<file path="src/rtl/riscv_fetch_stage.sv">
// Instruction fetch: owns the PC, keeps at most one imem request outstanding, and feeds the IF/ID register.
// Fetches one instruction every 2 cycles; on stall a returned word parks in a hold buffer and no new request is issued.
module riscv_fetch_stage #(
   parameter logic [31:0] RESET_PC  = 32'h0040_0000,
   parameter logic [31:0] NOP_INSTR = 32'h0000_0013
) (
   input  logic        clk,
   input  logic        rstn,
   output logic        imem_req,
   output logic [31:0] imem_addr,
   input  logic        imem_gnt,
   input  logic        imem_rvalid,
   input  logic [31:0] imem_rdata,
   input  logic        stall,
   input  logic        redirect_valid,
   input  logic [31:0] redirect_pc,
   output logic        if_valid,
   output logic [31:0] if_pc,
   output logic [31:0] if_instr
);

   typedef enum logic [1:0] {S_REQ, S_WAIT, S_HOLD} state_t;

   state_t      state, state_nxt;
   logic        squash, squash_nxt;
   logic [31:0] pc;
   logic [31:0] hold_buf;
   logic        gnt_ok;
   logic        deliver;
   logic        capture;
   logic [31:0] deliver_word;

   // imem_req is low for one cycle after reset, so a grant only counts while it is high
   assign gnt_ok    = imem_req & imem_gnt;
   assign imem_addr = pc;

   always_ff @(posedge clk) begin
      if (!rstn) begin
         state  <= S_REQ;
         squash <= 1'b0;
      end else begin
         state  <= state_nxt;
         squash <= squash_nxt;
      end
   end

   always_comb begin
      state_nxt  = state;
      squash_nxt = squash;
      case (state)
         S_REQ: begin
            if (gnt_ok) begin
               state_nxt  = S_WAIT;
               squash_nxt = redirect_valid;
            end
         end
         S_WAIT: begin
            if (imem_rvalid) begin
               squash_nxt = 1'b0;
               if (redirect_valid || squash || !stall) state_nxt = S_REQ;
               else                                    state_nxt = S_HOLD;
            end else if (redirect_valid) begin
               squash_nxt = 1'b1;
            end
         end
         S_HOLD: begin
            if (redirect_valid || !stall) state_nxt = S_REQ;
         end
         default: state_nxt = S_REQ;
      endcase
   end

   always_comb begin
      deliver      = 1'b0;
      capture      = 1'b0;
      deliver_word = hold_buf;
      if (!redirect_valid && state == S_WAIT && imem_rvalid && !squash) begin
         if (stall) begin
            capture = 1'b1;
         end else begin
            deliver      = 1'b1;
            deliver_word = imem_rdata;
         end
      end else if (!redirect_valid && !stall && state == S_HOLD) begin
         deliver = 1'b1;
      end
   end

   always_ff @(posedge clk) begin
      if (!rstn) begin
         pc       <= RESET_PC;
         imem_req <= 1'b0;
         hold_buf <= 32'h0;
         if_valid <= 1'b0;
         if_pc    <= 32'h0;
         if_instr <= NOP_INSTR;
      end else begin
         imem_req <= (state_nxt == S_REQ);
         if (capture) hold_buf <= imem_rdata;
         if (redirect_valid) begin
            pc       <= {redirect_pc[31:2], 2'b00};
            if_valid <= 1'b0;
            if_instr <= NOP_INSTR;
         end else if (deliver) begin
            pc       <= pc + 32'd4;
            if_valid <= 1'b1;
            if_pc    <= pc;
            if_instr <= deliver_word;
         end else if (!stall) begin
            if_valid <= 1'b0;
            if_instr <= NOP_INSTR;
         end
      end
   end

endmodule
</file>
<file path="config.mk">
export PLATFORM = sky130hd
export DESIGN_NAME = riscv_fetch_stage
export DESIGN_NICKNAME = d
export VERILOG_FILES = /design/src/rtl/riscv_fetch_stage.sv
export SDC_FILE = /design/constraint.sdc
export NUM_CORES = 1
export LEC_CHECK = 0
export CORE_ASPECT_RATIO = 1.75
export CORE_MARGIN = 4
export CORE_UTILIZATION = 50
export CTS_BUF_LIST = sky130_fd_sc_hd__clkbuf_16
export DETAILED_ROUTE_END_ITERATION = 10
export HOLD_SLACK_MARGIN = 0.06
export PLACE_DENSITY = 0.86
export SLEW_MARGIN = 20
export SYNTH_ARGS = -nofsm -noshare
export SYNTH_HDL_FRONTEND = slang
export SYNTH_SLANG_ARGS = --single-unit
</file>
<file path="constraint.sdc">
create_clock -name clk -period 4.1 [get_ports clk]
set_input_delay 0.615 -clock clk [delete_from_list [all_inputs] [get_ports clk]]
set_output_delay 0.615 -clock clk [all_outputs]
set_load 0.05 [all_outputs]
</file>
==> flow_summary.ini, run 1 <==
[final_layout]
mostFrequentLayoutCell = sky130_fd_sc_hd__nand2_1
antenna_cells = 0
layout.cells.most_common_list = sky130_fd_sc_hd__nand2_1, sky130_fd_sc_hd__clkdlybuf4s50_1, sky130_fd_sc_hd__dfxtp_1, sky130_fd_sc_hd__a21oi_1, sky130_fd_sc_hd__o21ai_0
drive_above_1_share_pct = 8.47
layoutNonFillerInstCount = 942
final_nets = 873
fillCellCount = 797
layout-area-overhead-vs-synth_pct = 42.2
layout.area.seq_sq_mm = 0.00258
multi_input_comb_area_sq_mm = 0.00258

[sta]
rsz0062_at_grt = no
relative_slew_slack_pct = 28.4
hold_viol = 0
slew_viol_final = 0
final_min_period_ps = 2990
min_period_over_period_pct = 73.0
max_slew.worst_pin.slew_ps = 1070
setup_viol = 0
fmaxAchievable_ghz = 0.334
finalClockSkew_ps = 11.6
finalSetupTns_ps = 0

[global_route]
grt_first_pass_wirelength_microns = 26600
number_of_antenna_violations_at_the_first_check_in_global_routing = 0
grt.total_usage_pct = 26.3
grt_overflow = 0
largest_net_degree_at_the_start_of_global_routing = 75
via_count_of_the_first_global_routing_pass = 5548

[synth]
synthDistinctLibCells = 49
synthCells = 654
synthFlopType = sky130_fd_sc_hd__dfxtp_1
synth_async_sr_flop_share_pct = 0
ys_warn_count = 0
netlist_area_sq_mm = 0.00537
ys_seq_elements = 129
synthesis.area_per_instance_sq_um = 8.22
synth-edff-count = 0
synth.yosys.seq_area_share_pct = 48.1

[clocking]
ctsResizeCount = 0
cts.clk_slew.worst_paths_ps = 60
cts_sinks = 129
clk-insertion-delay-late_ps = 410
cts.htree.levels = 4
cts_tree = yes
hold_buffers = 0
postCtsSetupRepairBufs = 0
cts_buffers = 17
ctsRootBufferMaster = sky130_fd_sc_hd__clkbuf_16
clk_path_buf_depth = 2

[critical_path]
worstPathMaxFanout = 32
endpoint_kind = register
crit_path_frequent_cell = sky130_fd_sc_hd__nand2_1
timing.critical_path.cells = clkdlybuf4s50_1 -> nand4bb_1 -> nor2_2 -> nand2_1 -> nand2_1 -> a21oi_1
timing.critical_path.slowest_stage_cell = sky130_fd_sc_hd__nand2_1
critical_path_rt_ps = 4350
max_stage_delay_ps = 730
reg2regPathDepth = 5
cp_data_arrival_time_ps = 3240
critical_path.startpoint_type = primary input
worst-setup-path-type = primary input to register

[drt]
drt_pre_antenna_iters = 5
initialDrtViolationCount = 360
wl_microns = 16300
dr_total_vias = 5445
ant_nets = 0
detail_route.wl_per_cell_microns = 17.3
drt_drc_violations_left = 0
vias_per_cell = 5.78

[floorplanning]
floorplan.core_area_sq_mm = 0.0104
floorplan.die.height_microns = 145
design.die.area_sq_mm = 0.0125
die_width_microns = 86.4
initial_core_util_pct = 51.6
core.rowCount = 49
design.portCount = 168

[place]
dp_cells = 910
port_buffers = 161
place_congestion = 0.870
place.detailed.hpwl_microns = 11400

[outcome]
outcome = completed

[hold_path]
holdPathStages = 2
worstHoldPathType = register to register

[power_and_ir_drop]
worst_ir_drop_vdd_mv = 0.344
power_density_mw_per_mm2 = 406
cellLeakagePower_nw = 2.57

[job]
drv_cap = 0
[worst max-delay path: cells and delay by family]
kind / cells / cell delay, ps
buffers and inverters: 1 / 520
AO/OA/AOI/OAI: 1 / 110
AND/OR/NAND/NOR: 4 / 2000
[power by group]
| group | switching [mW] | internal (mW) | total [mW] |
|---|---|---|---|
| sequential | 0.0394 | 1.28 | 1.32 |
| combinational | 0.180 | 0.130 | 0.310 |
| clock | 0.572 | 0.902 | 1.47 |
[worst paths after layout]
check,start,endpoint,slack [ps]
max,imem_rvalid,hold_buf[20],1110
min,hold_buf[1],hold_buf[1],450
min reg2reg,hold_buf[1],hold_buf[1],450
max reg2reg,state[1],hold_buf[20],1370
[sequential cells by signal, summed over array words and instances (netlist names)]
register and count:
hold_buf 32, if_instr 32, if_pc 30, if_valid 1
imem_addr 30, imem_req 1, squash 1, state 2
[cells in the mapped netlist (all sizes together) (2+ instances only)]
cell type    n  area (sq um)
nand2      162           608
dfxtp      129          2580
a21oi       88           440
clkbuf      36           136
o21ai       36           180
nor2        30           115
o22ai       18           113
xnor2       17           149
mux2        16           180
a22oi       13          97.6
nand3       13          65.1
buf         12          72.6
nand4        9          56.3
nor4         8          68.8
inv          7          26.3
nor3         7          35.0
xor2         7          61.3
a211oi       6          50.1
and3         5          31.3
and4         5          43.8
mux2i        3          30.0
a2111oi      2          23.8
a31oi        2          12.5
nand4b       2          17.5
o211ai       2          15.0
o311ai       2          17.5
or4          2          15.0
[layout make-up]
| class | count | share of cell area [%] |
|---|---|---|
| clock buffers | 17 | 5.57 |
| repair buffers | 174 | 22.4 |
| flip-flops and latches | 129 | 33.8 |
| well taps | 127 | 2.08 |
| clock inverters | 15 | 2.06 |
| multi-input cells | 473 | 33.8 |
| inverters | 7 | 0.344 |
[per-stage QoR]
stage	setup WS [ps]	cell area, sq um	hold WS, ps	power, mW	util, %
floorplan	1890	5390	434	1.51	-
finish	1110	7640	454	3.10	73.3
global route	872	7640	476	3.21	73.3
detailed placement	765	7060	446	1.65	67.7
global placement	788	7050	434	1.64	67.7
CTS	1120	7640	456	3.13	73.3
[per-layer routing]
layer	up-vias	global-route usage, %	routed length [microns]	part of all wire, %
met5	-	0	0	0
met4	0	15.4	652	4.0
met3	51	6.92	1190	7.3
met2	251	44.9	8530	52
met1	2569	28.6	5940	36
li1	2574	-	-	-
[logic make-up after synthesis]
| logic type | synth area share [%] |
|---|---|
| flops | 48.1 |
| buf+inv | 4.38 |
| compound gates | 18.7 |
| xor+xnor | 3.91 |
| other cells | 0.0698 |
| fa+ha+maj | 0.233 |
| mux | 3.91 |
| simple gates | 20.7 |
(Power assumes the default switching activity.)
==> run 2, diff against run 1 <==
- CORE_UTILIZATION: 50 -> 42
- PLACE_DENSITY: 0.86 -> 0.77
- clock period: 4.1 -> 2.55 ns (I/O delays scaled with it)
==> run 2 against run 1 <==
Against the previous run:
- die area rose by 18%
- combinational power up 68%
- non-clock buffer count grew 15
- critical endpoint is now imem_addr[6]
- hold slack got worse by 3.1 ps
- power up 55%
- via count shrank 0.75%
- cell count grew 5.9%
- highest routed layer unchanged
- sequential share of layout area decreased by 0.57 points
- register-to-register slack worse by 910 ps
- first-iteration DRC count down 34%
- critical path depth shrank 4
==> flow_summary.ini, run 2 (synthesis gave the netlist of run 1 again) <==
[outcome]
outcome = completed

[critical_path]
endpoint_kind = primary output
worst-setup-path-type = register to primary output
timing.critical_path.slowest_stage_cell = sky130_fd_sc_hd__clkdlybuf4s50_1
cp_data_arrival_time_ps = 1770
critical_path_rt_ps = 2170
setup.worst_path.start = imem_addr[6]
timing.critical_path.cells = buf_4 -> clkdlybuf4s50_1
worstPathMaxFanout = 4
max_stage_delay_ps = 820
critical_path.startpoint_type = register
r2r-start = state[1]

[floorplanning]
floorplan.die.height_microns = 158
core.rowCount = 54
initial_core_util_pct = 43.0
die_width_microns = 93.5
floorplan.core_area_sq_mm = 0.0125
design.die.area_sq_mm = 0.0147
design.portCount = 168

[clocking]
cts.clk_slew.worst_paths_ps = 50
cts_tree = yes
cts.htree.levels = 4
postCtsSetupRepairBufs = 0
clk_path_buf_depth = 2
cts_buffers = 17
cts_sinks = 129
ctsResizeCount = 0
clk-insertion-delay-late_ps = 410
hold_buffers = 0
ctsRootBufferMaster = sky130_fd_sc_hd__clkbuf_16

[place]
place_congestion = 0.839
port_buffers = 161
detailed_place.area_sq_mm = 0.00724
place.detailed.hpwl_microns = 11800

[sta]
min_period_over_period_pct = 84.4
fmaxAchievable_ghz = 0.464
final_min_period_ps = 2150
finalSetupTns_ps = 0
rsz0062_at_grt = no
finalClockSkew_ps = 6.50
setup_viol = 0
max_slew.worst_pin.slew_ps = 531
hold_slack_ps = 451
relative_slew_slack_pct = 63.7
slew_viol_final = 0
hold_viol = 0

[final_layout]
layout-area-overhead-vs-synth_pct = 44.7
mostFrequentLayoutCell = sky130_fd_sc_hd__nand2_1
final_nets = 888
fillCellCount = 1078
design_area_sq_mm = 0.00777
top_regs = hold_buf x32, if_instr x32
layout.cells.most_common_list = sky130_fd_sc_hd__nand2_1, sky130_fd_sc_hd__clkdlybuf4s50_1, sky130_fd_sc_hd__dfxtp_1, sky130_fd_sc_hd__a21oi_1, sky130_fd_sc_hd__o21ai_0
drive_above_1_share_pct = 9.77

[global_route]
grt_first_pass_wirelength_microns = 26600
via_count_of_the_first_global_routing_pass = 5501
grt.total_usage_pct = 22.9
grt_overflow = 0
largest_net_degree_at_the_start_of_global_routing = 75
number_of_antenna_violations_at_the_first_check_in_global_routing = 0

[drt]
initialDrtViolationCount = 236
dr_total_vias = 5404
drt_drc_violations_left = 0
detail_route.wl_per_cell_microns = 16.9
drt_pre_antenna_iters = 5
wl_microns = 16900
vias_per_cell = 5.41
ant_nets = 0

[hold_path]
worstHoldPathType = register to register
hold_path.startpoint = if_pc[8]

[job]
drv_cap = 0

[power_and_ir_drop]
power_density_mw_per_mm2 = 619
worst_ir_drop_vdd_mv = 0.494
cellLeakagePower_nw = 2.62
run 2: worst max-delay path, delay by kind of cell, from the launching register on:
kind,cells,cell delay (ps)
flops,1,380
buf+inv,2,980
run 2: routing by layer:
layer | global-route usage (%) | vias to the layer above | share of wire, %
li1 | - | 2585 | -
met1 | 22.6 | 2567 | 35
met2 | 43.1 | 208 | 55
met3 | 5.66 | 44 | 6.3
met4 | 12.3 | 0 | 3.3
met5 | 0 | - | 0
run 2: area by class of cell:
cell class / count / area, sq um / share of cell area, %
clock inverters: 14 / 103 / 1.32
inverters: 7 / 26.3 / 0.338
multi-input cells: 473 / 2580 / 33.2
diodes: 1 / 2.50 / 0.0322
repair buffers: 189 / 1850 / 23.8
well taps: 168 / 210 / 2.70
flip-flops and latches: 129 / 2580 / 33.2
clock buffers: 17 / 425 / 5.47
run 2: power breakdown:
part / internal, mW / switching, mW / total (mW)
clock: 1.31 / 0.871 / 2.18
combinational: 0.221 / 0.298 / 0.520
sequential: 2.06 / 0.0591 / 2.12
run 2: through the flow:
| stage | instances | worst slack, ps | power, mW | util [%] |
|---|---|---|---|---|
| 3_5_place_dp | 966 | 125 | 2.67 | 57.9 |
| 2_1_floorplan | 657 | 337 | 2.42 | - |
| 4_1_cts | 997 | 384 | 4.84 | 62.2 |
| 6_report | 998 | 397 | 4.82 | 62.2 |
| 5_1_grt | 997 | 328 | 4.99 | 62.2 |
| 3_3_place_gp | 966 | 152 | 2.67 | 57.9 |
run 2: path summary, 6_finish.rpt:
| check | slack (ps) | to | cells past startpoint |
|---|---|---|---|
| worst min-delay path | 450 | if_pc[8] | 2 |
| worst min register to register | 450 | if_pc[8] | 2 |
| worst max-delay path | 400 | imem_addr[6] | 2 |
| worst max register to register | 460 | imem_addr[13] | 6 |
